File: config.mk
export PLATFORM = sky130hd
export DESIGN_NAME = mux_tree_pipe_flat
export DESIGN_NICKNAME = d
export VERILOG_FILES = /design/src/rtl/mux_tree_pipe_if.sv /design/src/rtl/mux_tree_pipe.sv /design/src/flat_wrapper.sv
export SDC_FILE = /design/constraint.sdc
export NUM_CORES = 1
export LEC_CHECK = 0
export CAP_MARGIN = 20
export CORE_MARGIN = 3
export CORE_UTILIZATION = 51
export CTS_CLUSTER_SIZE = 10
export DETAILED_ROUTE_END_ITERATION = 10
export PLACE_DENSITY = 0.83
export SYNTH_ARGS = -nofsm -noshare
export SYNTH_HDL_FRONTEND = slang
export SYNTH_SLANG_ARGS = --single-unit
export TNS_END_PERCENT = 30
File: constraint.sdc
create_clock -name clk -period 1.8 [get_ports clk]
set_clock_uncertainty 0.1 [all_clocks]
set_input_delay 0.36 -clock clk [delete_from_list [all_inputs] [get_ports clk]]
set_output_delay 0.36 -clock clk [all_outputs]
set_load 0.01 [all_outputs]
File: src/rtl/mux_tree_pipe_if.sv
// -----------------------------------------------------------------------------
// mux_tree_pipe_if
// Handshake/data bundle between wide parallel sources, the pipelined mux tree
// and the narrow downstream consumer.
//   din       N_IN*W  channel i at din[i*W +: W]
//   sel       LOG2N   channel select (ignored while scan_en=1)
//   scan_en   1       select comes from the internal scan counter
//   in_valid  1       din/sel qualifier
//   in_ready  1       tree can accept this cycle
//   dout      W       selected channel data
//   dout_idx  LOG2N   channel index that produced dout
//   out_valid 1       dout/dout_idx qualifier
//   out_ready 1       consumer accepts dout
// master = source/consumer side, slave = the mux tree.
// -----------------------------------------------------------------------------
interface mux_tree_pipe_if #(
  parameter int N_IN = 16,
  parameter int W    = 8
) ();
  localparam int LOG2N = $clog2(N_IN);

  logic [N_IN*W-1:0] din;
  logic [LOG2N-1:0]  sel;
  logic              scan_en;
  logic              in_valid;
  logic              in_ready;
  logic [W-1:0]      dout;
  logic [LOG2N-1:0]  dout_idx;
  logic              out_valid;
  logic              out_ready;

  modport master (
    output din, sel, scan_en, in_valid, out_ready,
    input  in_ready, dout, dout_idx, out_valid
  );

  modport slave (
    input  din, sel, scan_en, in_valid, out_ready,
    output in_ready, dout, dout_idx, out_valid
  );
endinterface

File: src/rtl/mux_tree_pipe.sv
// -----------------------------------------------------------------------------
// mux_tree_pipe
// Pipelined N_IN:1 mux tree. LOG2N levels of registered 2:1 cells, one
// register after every level, valid/ready handshake with a global stall.
// Optional auto-scan sweeps the select to serialise a wide bus.
//   clk  rising-edge clock
//   rst  synchronous active-high reset
//   bus  mux_tree_pipe_if.slave (din/sel/scan_en/in_valid/in_ready,
//        dout/dout_idx/out_valid/out_ready)
// Latency LOG2N cycles, throughput 1/cycle, stalls add cycles one-for-one.
// -----------------------------------------------------------------------------

// One registered 2:1 cell of the tree.
//   en_i  stage advance, sel_i picks b_i when 1 else a_i, q_o registered.
module mux_tree_cell #(
  parameter int W = 8
) (
  input  logic         clk,
  input  logic         rst,
  input  logic         en_i,
  input  logic         sel_i,
  input  logic [W-1:0] a_i,
  input  logic [W-1:0] b_i,
  output logic [W-1:0] q_o
);
  always_ff @(posedge clk) begin
    if (rst)       q_o <= '0;
    else if (en_i) q_o <= sel_i ? b_i : a_i;
  end
endmodule

module mux_tree_pipe #(
  parameter int N_IN = 16,
  parameter int W    = 8
) (
  input  logic           clk,
  input  logic           rst,
  mux_tree_pipe_if.slave bus
);
  localparam int LOG2N = $clog2(N_IN);
  // All tree nodes in one flat array: level 0 (the inputs) at [N_IN-1:0],
  // level k starts at 2*N_IN - (2*N_IN >> k); the root is the last node.
  localparam int NODES = 2*N_IN - 1;

  logic [NODES-1:0][W-1:0]   node;
  logic [LOG2N:0][LOG2N-1:0] idx_pipe;   // [0] is the live s_eff
  logic [LOG2N:0]            vld_pipe;   // [0] is the live in_valid
  logic [LOG2N:1][LOG2N-1:0] idx_q;
  logic [LOG2N:1]            vld_q;
  logic [LOG2N-1:0]          scan_cnt_q, scan_cnt_d;
  logic [LOG2N-1:0]          s_eff;
  logic                      en;
  logic                      accept;

  // Whole pipe moves together: advance unless the root holds an item the
  // consumer is refusing.
  assign en     = bus.out_ready | ~vld_pipe[LOG2N];
  assign accept = bus.in_valid & en;
  assign s_eff  = bus.scan_en ? scan_cnt_q : bus.sel;

  assign node[N_IN-1:0]        = bus.din;
  assign idx_pipe[0]           = s_eff;
  assign vld_pipe[0]           = bus.in_valid;
  assign idx_pipe[LOG2N:1]     = idx_q;
  assign vld_pipe[LOG2N:1]     = vld_q;

  // Level k halves the node count using bit k-1 of the index that travelled
  // with the item, so each item keeps the select it was accepted with.
  for (genvar k = 1; k <= LOG2N; k++) begin : g_lvl
    localparam int IOFF = 2*N_IN - ((2*N_IN) >> (k-1));
    localparam int OOFF = 2*N_IN - ((2*N_IN) >> k);
    for (genvar j = 0; j < (N_IN >> k); j++) begin : g_cell
      mux_tree_cell #(.W(W)) u_cell (
        .clk   (clk),
        .rst   (rst),
        .en_i  (en),
        .sel_i (idx_pipe[k-1][k-1]),
        .a_i   (node[IOFF + 2*j]),
        .b_i   (node[IOFF + 2*j + 1]),
        .q_o   (node[OOFF + j])
      );
    end
  end

  // Valid and index shift alongside the data.
  always_ff @(posedge clk) begin
    if (rst) begin
      vld_q <= '0;
      idx_q <= '0;
    end else if (en) begin
      for (int k = 1; k <= LOG2N; k++) begin
        vld_q[k] <= vld_pipe[k-1];
        idx_q[k] <= idx_pipe[k-1];
      end
    end
  end

  // Scan counter wraps naturally since N_IN is a power of two; leaving scan
  // mode always restarts the sweep at channel 0.
  always_comb begin
    scan_cnt_d = scan_cnt_q;
    if (!bus.scan_en)  scan_cnt_d = '0;
    else if (accept)   scan_cnt_d = scan_cnt_q + 1'b1;
  end

  always_ff @(posedge clk) begin
    if (rst) scan_cnt_q <= '0;
    else     scan_cnt_q <= scan_cnt_d;
  end

  assign bus.in_ready  = en;
  assign bus.out_valid = vld_pipe[LOG2N];
  assign bus.dout_idx  = idx_pipe[LOG2N];
  assign bus.dout      = node[NODES-1];
endmodule

File: src/flat_wrapper.sv
// flat-port wrapper written by rule: the top's interface ports become plain ports
module mux_tree_pipe_flat 
#(
  parameter int N_IN = 16,
  parameter int W    = 8
)
  (clk, rst, bus_din, bus_sel, bus_scan_en, bus_in_valid, bus_out_ready, bus_in_ready, bus_dout, bus_dout_idx, bus_out_valid);
  mux_tree_pipe_if #(.N_IN(N_IN), .W(W)) bus_i ();
  input  logic clk;
  input  logic rst;
  input wire logic [$bits(bus_i.din)-1:0] bus_din;
  input wire logic [$bits(bus_i.sel)-1:0] bus_sel;
  input wire logic [$bits(bus_i.scan_en)-1:0] bus_scan_en;
  input wire logic [$bits(bus_i.in_valid)-1:0] bus_in_valid;
  input wire logic [$bits(bus_i.out_ready)-1:0] bus_out_ready;
  output wire logic [$bits(bus_i.in_ready)-1:0] bus_in_ready;
  output wire logic [$bits(bus_i.dout)-1:0] bus_dout;
  output wire logic [$bits(bus_i.dout_idx)-1:0] bus_dout_idx;
  output wire logic [$bits(bus_i.out_valid)-1:0] bus_out_valid;
  assign bus_i.din = bus_din;
  assign bus_i.sel = bus_sel;
  assign bus_i.scan_en = bus_scan_en;
  assign bus_i.in_valid = bus_in_valid;
  assign bus_i.out_ready = bus_out_ready;
  assign bus_in_ready = bus_i.in_ready;
  assign bus_dout = bus_i.dout;
  assign bus_dout_idx = bus_i.dout_idx;
  assign bus_out_valid = bus_i.out_valid;
  mux_tree_pipe #(.N_IN(N_IN), .W(W)) u_core (.clk(clk), .rst(rst), .bus(bus_i));
endmodule
==> PnR_summary.wiki, run 1 <==
{| class="wikitable"
! Metric !! Value
|-
| Status || finished clean
|-
| Final ANT Viol Nets || 0
|-
| Total I/O pin count || 151
|-
| Routed Wire Length || 17,700 um
|-
| Fraction of layout instances using a drive strength above 1 || 0.221
|-
| Slew @ Worst Pin || 0.577 ns
|-
| Setup-failing EPs final || 0
|-
| Vias in the first global route || 5,831
|-
| RePlAce Congestion || 0.797
|-
| Congestion Overflow GR || 0
|-
| Post-synth top cells || 144 x sky130_fd_sc_hd__dfxtp_1, 126 x sky130_fd_sc_hd__nor2_1, 68 x sky130_fd_sc_hd__nor3_1
|-
| Chip width || 122 um
|-
| Share of the synthesized area in the top cell type || 0.418
|-
| Layout Cells excl Fill || 1,037
|-
| Synth Area in Compound Gates || 0.0828
|-
| Cell types occupying the most area after synthesis || sky130_fd_sc_hd__dfxtp_1 42%, sky130_fd_sc_hd__nor4_2 11%, sky130_fd_sc_hd__mux2i_1 8.7%, sky130_fd_sc_hd__nor3_2 8.7%, sky130_fd_sc_hd__nor2_1 6.9%
|-
| Worst hold start || rst
|-
| DP HPWL || 12,000 um
|-
| Most frequent cell after synthesis || sky130_fd_sc_hd__dfxtp_1
|-
| Leakage Power || 3.55 nW
|-
| Count of pins over their slew limit || 0
|-
| Combined global-route utilization of all metal layers || 0.233
|-
| Residual DRC || 0
|-
| Number of search-and-repair iterations in the first detailed-routing pass || 5
|-
| Die height || 122 um
|-
| Cell at the root of the clock tree || sky130_fd_sc_hd__clkbuf_16
|-
| Critical R2R Launch || u_core.vld_q[4]$_SDFFE_PP0P_
|-
| Longest individual stage delay on the worst path || 0.45 ns
|-
| Sum of negative setup slack || 0 ns
|-
| Endpoint class of the critical path || primary output
|-
| Crit Path Category || input pin to primary output
|-
| Count of input and output buffers || 150
|-
| Area growth from synthesis to layout || 34.9%
|-
| Clock input transition at the sequential cells of the worst setup and hold paths || 0.06 ns
|-
| Count of flip-flops with a built-in enable after synthesis || 0
|-
| FF+latch count, synth || 144
|-
| Total Power Consumption || 8.32 mW
|-
| Number of unique standard cell types used by synthesis || 25
|-
| Number of antenna violations at the first check in global routing || 0
|-
| Total non-filler cell area in the finished layout || 9300 um2
|-
| Net count of the finished layout || 990
|-
| Post-detailed-route wirelength per cell || 17.0 um
|-
| Critical path buffers and inverters || 3
|-
| Kind of cell adding the most delay to the critical path || buffers and inverters
|-
| Most area-hungry cell type in the Yosys netlist || sky130_fd_sc_hd__dfxtp_1
|-
| Placed instance count || 1,002
|-
| Biggest fanout along the worst timing path || 3
|-
| Beginning of the critical path || bus_out_ready
|-
| Post-synthesis cell area || 6890 um2
|-
| Share of flip-flops with an asynchronous set or reset || 0
|-
| Syn avg cell area || 9.47 um2
|-
| Total nets after synthesis || 866
|-
| H-tree depth || 4
|-
| Post-layout util || 0.719
|-
| Maximum buffer depth of the clock tree || 2
|-
| Worst-Skew Late Latency || 0.41 ns
|-
| Synthesis Warnings || 0
|-
| Wire length of the first global-routing pass || 27,900 um
|-
| Relative slew slack || 0.615
|-
| Adder and majority cell fraction of the synthesized area || 0.00181
|-
| Ys flop type || sky130_fd_sc_hd__dfxtp_1
|-
| Peak Freq || 564 MHz
|-
| Pwr per Cell Area || 895 nW/um2
|-
| Critical-path cell list || clkdlybuf4s50_1, nor2b_4, inv_6, clkdlybuf4s15_1
|-
| Worst-case vdd ir drop || 0.609 mV
|-
| Multiplexer share of the synthesized area || 0.0887
|-
| Effective utilization at floorplan || 0.533
|-
| Antenna cells || 0
|-
| TritonCTS clock tree || done
|-
| Worst min-delay path category || input pin to flip-flop
|-
| Post-CTS Hold Fix Bufs || 0
|-
| Count of vias placed by the detailed router || 5,885
|-
| Share of the clock period used by the worst path after layout || 0.985
|-
| Number of instances in the synthesized netlist || 728
|-
| Main combinational cell family by area after synthesis || simple AND/OR/NAND/NOR gates
|-
| Post-placement cell area || 8580 um2
|-
| Site Rows || 41
|-
| Die ar. || 14,900 um2
|-
| Final number of hold-violating endpoints || 0
|-
| Largest net degree at the start of global routing || 63
|-
| Final critical-path required period || 1.77 ns
|-
| Violation count after the first detailed-routing iteration || 496
|-
| Max-cap viol count || 0
|-
| Data required time of the worst path || 1.34 ns
|-
| Data arrival time of the critical path || 1.31 ns
|-
| Vias per cell || 5.68
|-
| Cell type of the slowest stage on the worst timing path || sky130_fd_sc_hd__clkdlybuf4s50_1
|-
| CTS sink count || 144
|-
| Parity-gate share of the synthesized area counting xor and xnor cells || 0
|-
| TritonCTS Buffers || 17
|-
| Basic-gate share of the synthesized area counting and, or, nand and nor cells || 0.340
|-
| Sequential area share after synthesis || 0.418
|-
| Area of the core || 12,900 um2
|-
| Crit path launch type || input pin
|}
final cells by class:
| cell class | instances | area [um2] |
|---|---|---|
| clock buffers | 22 | 464 |
| clock inverters | 10 | 159 |
| fillers | 931 | 3630 |
| inverters | 3 | 16.3 |
| multi-input cells | 500 | 3560 |
| flip-flops and latches | 144 | 2880 |
| well taps | 172 | 215 |
| repair buffers | 186 | 1990 |
stage by stage:
stage	hold slack (ns)	worst slack [ns]
after floorplan	0.332	0.271
after global placement	0.338	-0.250
after detailed placement	0.347	-0.321
after CTS	0.277	0.00339
after global routing	0.316	-0.0244
final	0.307	0.0268
worst register-to-register path, stage by stage (launching register included):
cell                      delay [ns]
sky130_fd_sc_hd__dfxtp_1        0.32
sky130_fd_sc_hd__nor2b_4        0.21
sky130_fd_sc_hd__buf_4          0.15
sky130_fd_sc_hd__buf_4          0.20
sky130_fd_sc_hd__buf_16         0.19
sky130_fd_sc_hd__nor3_1         0.10
sky130_fd_sc_hd__nor4_2         0.29
path summary, 6_finish.rpt:
check | slack (ns) | to | cells after the start
hold / removal | 0.31 | u_core.vld_q[4]$_SDFFE_PP0P_ | 2
setup reg to reg | 0.14 | u_core.g_lvl[1].g_cell[7].u_cell.q_o[0]$_SDFFE_PP0P_ | 6
setup / recovery | 0.03 | bus_in_ready | 4
hold reg to reg | 0.35 | u_core.idx_pipe[14]$_SDFFE_PP0P_ | 2
sequential cells by signal, indices dropped and copies added, names as in the netlist:
signal,count
u_core.bus.dout_idx,4
u_core.g_lvl.g_cell.u_cell.q_o,120
u_core.idx_pipe,12
u_core.scan_cnt_q,4
u_core.vld_q,4
timing repair:
item                                    in CTS  in global routing
resized for setup                            2                 10
endpoints found under the setup margin       1                 29
cloned                                       0                  2
buffers inserted                             1                  0
power by group:
part | switching [mW] | internal, mW
logic | 0.497 | 0.632
clock network | 1.28 | 2.39
registers | 0.125 | 3.41
total | 1.90 | 6.42
layout by cell type (no fill, tap or decap), types with 3 or more instances in the layout:
| cell | n |
|---|---|
| sky130_fd_sc_hd__a21oi_1 | 19 |
| sky130_fd_sc_hd__a211oi_1 | 60 |
| sky130_fd_sc_hd__nor3_1 | 68 |
| sky130_fd_sc_hd__buf_12 | 10 |
| sky130_fd_sc_hd__clkbuf_1 | 3 |
| sky130_fd_sc_hd__nand2_1 | 30 |
| sky130_fd_sc_hd__mux2i_1 | 59 |
| sky130_fd_sc_hd__nor3_2 | 60 |
| sky130_fd_sc_hd__nor2_1 | 126 |
| sky130_fd_sc_hd__clkdlybuf4s50_1 | 141 |
| sky130_fd_sc_hd__buf_4 | 21 |
| sky130_fd_sc_hd__dlymetal6s2s_1 | 7 |
| sky130_fd_sc_hd__nor4_2 | 60 |
| sky130_fd_sc_hd__clkinv_2 | 3 |
| sky130_fd_sc_hd__bufinv_16 | 4 |
| sky130_fd_sc_hd__clkbuf_16 | 19 |
| sky130_fd_sc_hd__nor4_1 | 4 |
| sky130_fd_sc_hd__dfxtp_1 | 143 |
metal layers:
| metal | vias to the layer above | global-route usage | share of wire |
|---|---|---|---|
| met1 | 2782 | 0.297 | 0.42 |
| met4 | 0 | 0.0770 | 0.025 |
| met3 | 38 | 0.0530 | 0.053 |
| met2 | 198 | 0.391 | 0.50 |
| met5 | - | 0 | 0 |
| li1 | 2867 | - | - |
cells by family after synthesis:
family / count (synthesis)
compound gates: 83
fa+ha+maj: 1
buf+inv: 84
flops: 144
mux: 61
simple gates: 355
Power figures use the tool's default switching activity.
==> run 2: changes to the inputs <==
--- a/config.mk
+++ b/config.mk
@@ -6,7 +6,6 @@
 export NUM_CORES = 1
 export LEC_CHECK = 0
 export CAP_MARGIN = 20
-export CORE_MARGIN = 3
 export CORE_UTILIZATION = 51
 export CTS_CLUSTER_SIZE = 10
 export DETAILED_ROUTE_END_ITERATION = 10
==> run 2 against run 1 <==
Against the previous run:
- maximum frequency rose by 1.1%
- critical path type is now flip-flop to primary output
- largest cell class unchanged
- core utilization is 2.0 points lower
- global-route usage is 1.2 points higher
- cell area down 0.75%
- combinational power hardly changed
- highest routed layer unchanged
==> PnR_summary.wiki, run 2 (synthesis gave the netlist of run 1 again) <==
{| class="wikitable"
! Metric !! Value
|-
| Clock Power Share || 0.430 (-0.010)
|-
| Final ANT Viol Nets || 0 (unchanged)
|-
| Most frequent cells in the layout || 143 x sky130_fd_sc_hd__dfxtp_1, 139 x sky130_fd_sc_hd__clkdlybuf4s50_1, 126 x sky130_fd_sc_hd__nor2_1
|-
| H-tree depth || 4 (unchanged)
|-
| Layout Cells excl Fill || 1,039 (+0.19%)
|-
| Biggest fanout along the worst timing path || 2 (-1)
|-
| Setup-failing EPs final || 0 (unchanged)
|-
| Data required time of the worst path || 1.34 ns (about the same)
|-
| Data arrival time of the critical path || 1.29 ns (-0.02 ns)
|-
| Vias in the first global route || 5,851 (+0.34%)
|-
| Violation count after the first detailed-routing iteration || 397 (-20%)
|-
| Vias per cell || 5.59 (-1.6%)
|-
| Area growth from synthesis to layout || 33.8%
|-
| Post-placement cell area || 8620 um2 (+0.44%)
|-
| TritonCTS clock tree || done
|-
| Storage element area || 2880 um2 (unchanged)
|-
| Count of input and output buffers || 150 (unchanged)
|-
| Count of vias placed by the detailed router || 5,803 (-1.4%)
|-
| Endpoint class of the critical path || primary output
|-
| Chip width || 118 um (-3.3%)
|-
| Switching Fraction || 0.248 (+0.0199)
|-
| Worst-case vdd ir drop || 0.695 mV (+14%)
|-
| Area used by multi-input combinational logic || 3560 um2 (unchanged)
|-
| Post-detailed-route wirelength per cell || 16.0 um (-6.2%)
|-
| Combined global-route utilization of all metal layers || 0.245 (+0.0121)
|-
| Sequential fraction of design power || 0.434 (+0.010)
|-
| Cell internal power dissipation || 6.12 mW (-4.7%)
|-
| Number of flip-flops under the largest register name || 120 (unchanged)
|-
| Max-cap viol count || 0 (unchanged)
|-
| Wire length of the first global-routing pass || 27,500 um (-1.4%)
|-
| Crit Path Category || flip-flop to primary output
|-
| Net count of the finished layout || 988 (-0.20%)
|-
| Final critical-path required period || 1.75 ns (-0.0193 ns)
|-
| Slew @ Worst Pin || 0.594 ns (+0.0169 ns)
|-
| Critical-path cell list || clkdlybuf4s50_1
|-
| Clock input transition at the sequential cells of the worst setup and hold paths || 0.06 ns (about the same)
|-
| TritonCTS Buffers || 17 (unchanged)
|-
| Maximum buffer depth of the clock tree || 2 (unchanged)
|-
| Final number of hold-violating endpoints || 0 (unchanged)
|-
| Leakage Power || 3.52 nW (-1.1%)
|-
| Die ar. || 14,000 um2 (-6.4%)
|-
| Post-CTS Hold Fix Bufs || 0 (unchanged)
|-
| Worst-Skew Late Latency || 0.42 ns (about the same)
|-
| Kind of cell adding the most delay to the critical path || buffers and inverters
|-
| Relative slew slack || 0.603 (-0.0113)
|-
| Post-layout util || 0.700 (-0.0196)
|-
| Crit path launch type || flip-flop
|-
| Fraction of layout instances using a drive strength above 1 || 0.224 (+0.00283)
|-
| Sum of negative setup slack || 0 ns (unchanged)
|-
| Congestion Overflow GR || 0 (unchanged)
|-
| Die height || 118 um (-3.3%)
|-
| Longest individual stage delay on the worst path || 0.53 ns (+0.08 ns)
|-
| Share of the clock period used by the worst path after layout || 0.974 (-0.0107)
|-
| Residual DRC || 0 (unchanged)
|-
| Total Power Consumption || 8.14 mW (-2.2%)
|-
| Number of antenna violations at the first check in global routing || 0 (unchanged)
|-
| RePlAce Congestion || 0.834 (+4.7%)
|-
| Site Rows || 42 (+2.4%)
|-
| Total I/O pin count || 151 (unchanged)
|-
| Total net switching power || 2.02 mW (+6.4%)
|-
| RSZ-0062 raised after global routing || no
|-
| Routed Wire Length || 16,600 um (-6.0%)
|-
| Antenna cells || 0 (unchanged)
|-
| Worst min-delay path category || input pin to flip-flop
|-
| Leading cell type in the layout, fill and taps excluded || sky130_fd_sc_hd__dfxtp_1
|-
| Pwr per Cell Area || 883 nW/um2 (-1.4%)
|-
| DP HPWL || 11,600 um (-2.7%)
|-
| Cell at the root of the clock tree || sky130_fd_sc_hd__clkbuf_16
|-
| Placed instance count || 1,007 (+0.50%)
|-
| Largest reg by FF count || u_core.g_lvl.g_cell.u_cell.q_o
|-
| Effective utilization at floorplan || 0.523 (-0.0106)
|-
| Peak Freq || 570 MHz (+1.1%)
|-
| CTS sink count || 144 (unchanged)
|-
| Area of the core || 13,200 um2 (+2.0%)
|-
| Number of search-and-repair iterations in the first detailed-routing pass || 5 (unchanged)
|-
| Count of pins over their slew limit || 0 (unchanged)
|-
| Total non-filler cell area in the finished layout || 9230 um2 (-0.75%)
|-
| Cell type of the slowest stage on the worst timing path || sky130_fd_sc_hd__clkdlybuf4s50_1
|-
| Largest net degree at the start of global routing || 52 (-17%)
|-
| Critical path buffers and inverters || 1 (-2)
|-
| Number of fill cells || 951 (+2.1%)
|-
| Power share of the combinational group || 0.136 (about the same)
|-
| Status || finished clean
|}
## run 2: final timing paths
kind,from,end,slack (ns),cells after the start
worst max-delay path,u_core.bus.dout_idx[3]$_SDFFE_PP0P_,bus_dout_idx[3],0.05,1
worst min-delay path,rst,u_core.idx_pipe[9]$_SDFFE_PP0P_,0.32,2
worst min register to register,u_core.idx_pipe[7]$_SDFFE_PP0P_,u_core.idx_pipe[11]$_SDFFE_PP0P_,0.36,2
worst max register to register,u_core.vld_q[4]$_SDFFE_PP0P_,u_core.g_lvl[1].g_cell[7].u_cell.q_o[4]$_SDFFE_PP0P_,0.18,5
## run 2: area by class of cell
type,count,share of cell area
well taps,176,0.0239
flip-flops and latches,144,0.313
multi-input cells,500,0.386
inverters,3,0.00176
clock buffers,18,0.0476
repair buffers,184,0.211
clock inverters,14,0.0174
## run 2: what timing repair did
item,in CTS,in global routing
resized for setup,4,8
endpoints found under the setup margin,3,9
pin swaps,0,0
setup buffers,0,0
## run 2: per-stage QoR
step           hold WS, ns  setup WS (ns)
3_3_place_gp         0.338         -0.302
5_1_grt              0.309        0.00247
3_5_place_dp         0.345         -0.381
2_1_floorplan        0.332          0.271
6_report             0.318         0.0461
4_1_cts              0.302       0.000804
## run 2: worst register-to-register path: stages (launching register included)
cell	delay (ns)
sky130_fd_sc_hd__dfxtp_1	0.33
sky130_fd_sc_hd__nor2b_4	0.20
sky130_fd_sc_hd__buf_4	0.20
sky130_fd_sc_hd__buf_12	0.25
sky130_fd_sc_hd__nor3_1	0.12
sky130_fd_sc_hd__nor4_2	0.31
## run 2: layer usage
layer  vias to the layer above  global-route usage  wire (um)
met2                       142               0.436       8630
met3                        19              0.0613        646
li1                       2877                   -          -
met4                         0              0.0697        195
met1                      2765               0.290       7120
met5                         -                   0          0
## run 2: power groups by stage
stage | sequential [mW] | clock, mW | combinational (mW)
finish | 3.53 | 3.50 | 1.11
global route | 3.55 | 3.70 | 1.20
CTS | 3.53 | 3.54 | 1.12
detailed placement | 3.60 | 0 | 1.11
global placement | 3.59 | 0 | 1.07
floorplan | 3.55 | 0 | 0.639
==> run 3: changes to the inputs <==
==> constraint.sdc (replaced) <==
create_clock -name clk -period 1.8 [get_ports clk]
set_clock_uncertainty 0.1 [all_clocks]
set_input_delay 0.36 -clock clk [delete_from_list [all_inputs] [get_ports clk]]
set_output_delay 0.36 -clock clk [all_outputs]
set_load 0.005 [all_outputs]
==> run 3 against run 2 <==
Against the previous run:
- register-to-register slack worse by 0.07 ns
- wire length is 4.0% higher
- global-route usage is 0.20 points higher
- worst hold slack worse by 0.022 ns
- largest cell class unchanged
- die area stayed put
==> PnR_summary.wiki, run 3 (synthesis gave the netlist of run 1 again) <==
{| class="wikitable"
! Metric !! Value
|-
| Biggest fanout along the worst timing path || 2 (unchanged)
|-
| Area of the core || 13,200 um2 (unchanged)
|-
| Total I/O pin count || 151 (unchanged)
|-
| Path depth of the worst reg2reg path || 6 (+1)
|-
| Cell at the root of the clock tree || sky130_fd_sc_hd__clkbuf_16
|-
| Combined global-route utilization of all metal layers || 0.247 (+0.00195)
|-
| Endpoint class of the critical path || primary output
|-
| Residual DRC || 0 (unchanged)
|-
| Leakage Power || 3.45 nW (-2.0%)
|-
| Worst-case vdd ir drop || 0.607 mV (-13%)
|-
| Die ar. || 14,000 um2 (unchanged)
|-
| Final number of hold-violating endpoints || 0 (unchanged)
|-
| Number of flip-flops under the largest register name || 120 (unchanged)
|-
| Area growth from synthesis to layout || 34.8%
|-
| RePlAce Congestion || 0.788 (-5.5%)
|-
| Post-detailed-route wirelength per cell || 16.6 um (+3.8%)
|-
| Sum of negative setup slack || 0 ns (unchanged)
|-
| Most frequent cells in the layout || 147 x sky130_fd_sc_hd__clkdlybuf4s50_1, 143 x sky130_fd_sc_hd__dfxtp_1, 126 x sky130_fd_sc_hd__nor2_1
|-
| Antenna cells || 0 (unchanged)
|-
| Number of cells traversed by the worst hold path || 2 (unchanged)
|-
| CTS sink count || 144 (unchanged)
|-
| Routed Wire Length || 17,200 um (+4.0%)
|-
| Violation count after the first detailed-routing iteration || 327 (-18%)
|-
| Count of pins over their slew limit || 0 (unchanged)
|-
| Layout Cells excl Fill || 1,041 (+0.19%)
|-
| Worst-Skew Late Latency || 0.42 ns (about the same)
|-
| Critical R2R Launch || u_core.vld_q[4]$_SDFFE_PP0P_
|-
| Wire length of the first global-routing pass || 27,500 um (unchanged)
|-
| Data required time of the worst path || 1.34 ns (about the same)
|-
| Pwr per Cell Area || 913 nW/um2 (+3.4%)
|-
| Effective utilization at floorplan || 0.523 (unchanged)
|-
| Die height || 118 um (unchanged)
|-
| Peak Freq || 567 MHz (-0.54%)
|-
| Clock input transition at the sequential cells of the worst setup and hold paths || 0.06 ns (about the same)
|-
| RSZ-0062 raised after global routing || no
|-
| Register-to-register path setup slack || 0.11 ns (-0.07 ns)
|-
| Net count of the finished layout || 991 (+0.30%)
|-
| Beginning of the critical path || bus_out_ready
|-
| Largest reg by FF count || u_core.g_lvl.g_cell.u_cell.q_o
|-
| Setup-failing EPs final || 0 (unchanged)
|-
| TritonCTS Buffers || 17 (unchanged)
|-
| Number of search-and-repair iterations in the first detailed-routing pass || 6 (+1)
|-
| Count of vias placed by the detailed router || 5,957 (+2.7%)
|-
| Vias per cell || 5.72 (+2.5%)
|-
| Maximum buffer depth of the clock tree || 2 (unchanged)
|-
| H-tree depth || 4 (unchanged)
|-
| Largest net degree at the start of global routing || 86 (+65%)
|-
| Endpoint of the worst-slack reg-to-reg timing path || u_core.g_lvl[1].g_cell[0].u_cell.q_o[6]$_SDFFE_PP0P_
|-
| Worst min-delay path category || input pin to flip-flop
|-
| Chip width || 118 um (unchanged)
|-
| Placed instance count || 1,007 (unchanged)
|-
| Status || finished clean
|-
| Vias in the first global route || 5,869 (+0.31%)
|-
| Max-cap viol count || 0 (unchanged)
|-
| Number of antenna violations at the first check in global routing || 0 (unchanged)
|-
| Share of the clock period used by the worst path after layout || 0.980 (+0.00534)
|-
| Count of input and output buffers || 150 (unchanged)
|-
| Site Rows || 42 (unchanged)
|-
| TritonCTS clock tree || done
|-
| Total Power Consumption || 8.49 mW (+4.2%)
|-
| DP HPWL || 11,900 um (+1.8%)
|-
| Last element of the critical path || bus_in_ready
|-
| Final ANT Viol Nets || 0 (unchanged)
|-
| Area used by multi-input combinational logic || 3560 um2 (unchanged)
|-
| Crit Path Category || input pin to primary output
|-
| Data arrival time of the critical path || 1.30 ns (about the same)
|-
| Storage element area || 2880 um2 (unchanged)
|-
| Relative slew slack || 0.625 (+0.0214)
|-
| Crit path launch type || input pin
|-
| Final critical-path required period || 1.76 ns (+0.00961 ns)
|-
| Number of fill cells || 935 (-1.7%)
|-
| Fraction of layout instances using a drive strength above 1 || 0.222 (-0.00167)
|-
| Slew @ Worst Pin || 0.562 ns (-0.0321 ns)
|-
| Worst Hold Slack || 0.296 ns (-0.0222 ns)
|-
| Leading cell type in the layout, fill and taps excluded || sky130_fd_sc_hd__clkdlybuf4s50_1
|-
| Congestion Overflow GR || 0 (unchanged)
|}
run 3: worst min path at each step:
stage,from,end,slack [ns]
3_3_place_gp,u_core.idx_pipe[8]$_SDFFE_PP0P_,u_core.idx_pipe[8]$_SDFFE_PP0P_,0.34
4_1_cts,rst,u_core.vld_q[4]$_SDFFE_PP0P_,0.27
3_5_place_dp,u_core.bus.dout_idx[1]$_SDFFE_PP0P_,u_core.bus.dout_idx[1]$_SDFFE_PP0P_,0.35
2_1_floorplan,u_core.idx_pipe[11]$_SDFFE_PP0P_,u_core.idx_pipe[11]$_SDFFE_PP0P_,0.33
5_1_grt,rst,u_core.vld_q[4]$_SDFFE_PP0P_,0.29
6_report,rst,u_core.vld_q[4]$_SDFFE_PP0P_,0.30
run 3: area by class of cell:
| class | instances | area share |
|---|---|---|
| clock buffer | 21 | 0.0495 |
| clock inverter | 10 | 0.0198 |
| multi-input combinational | 500 | 0.383 |
| inverter | 3 | 0.00175 |
| sequential | 144 | 0.310 |
| timing repair buffer | 187 | 0.212 |
| tap | 176 | 0.0237 |
run 3: worst max-delay path: stages:
cell and delay (ns):
sky130_fd_sc_hd__clkdlybuf4s50_1 0.45, sky130_fd_sc_hd__nor2b_4 0.22, sky130_fd_sc_hd__inv_6 0.04, sky130_fd_sc_hd__clkdlybuf4s15_1 0.23
run 3: timing repair:
item                       4_1_cts  5_1_grt
hold endpoints to repair         0        0
setup buffers                    1        0
cloned                           0        2
resized for setup                2        3
setup endpoints to repair        1       35
hold buffers                     0        0
run 3: metrics by stage:
step	worst slack [ns]	instance area, um2	utilization
2_1_floorplan	0.271	6890	-
3_3_place_gp	-0.314	8580	0.651
3_5_place_dp	-0.364	8580	0.651
4_1_cts	0.00880	9230	0.700
5_1_grt	0.00182	9300	0.705
6_report	0.0365	9300	0.705
run 3: power breakdown:
| group | leakage (nW) | switching, mW | internal (mW) |
|---|---|---|---|
| Clock | 0.309 | 1.31 | 2.52 |
| Sequential | 1.19 | 0.128 | 3.41 |
| Combinational | 1.95 | 0.491 | 0.632 |
| Total | 3.45 | 1.93 | 6.56 |
run 3: routing by layer:
metal	vias up	share of wire	wire length [um]	GRT usage
met3	43	0.042	721	0.0439
met5	-	0	0	0
met2	204	0.51	8860	0.441
met1	2837	0.42	7220	0.286
met4	0	0.026	446	0.112
li1	2873	-	-	-
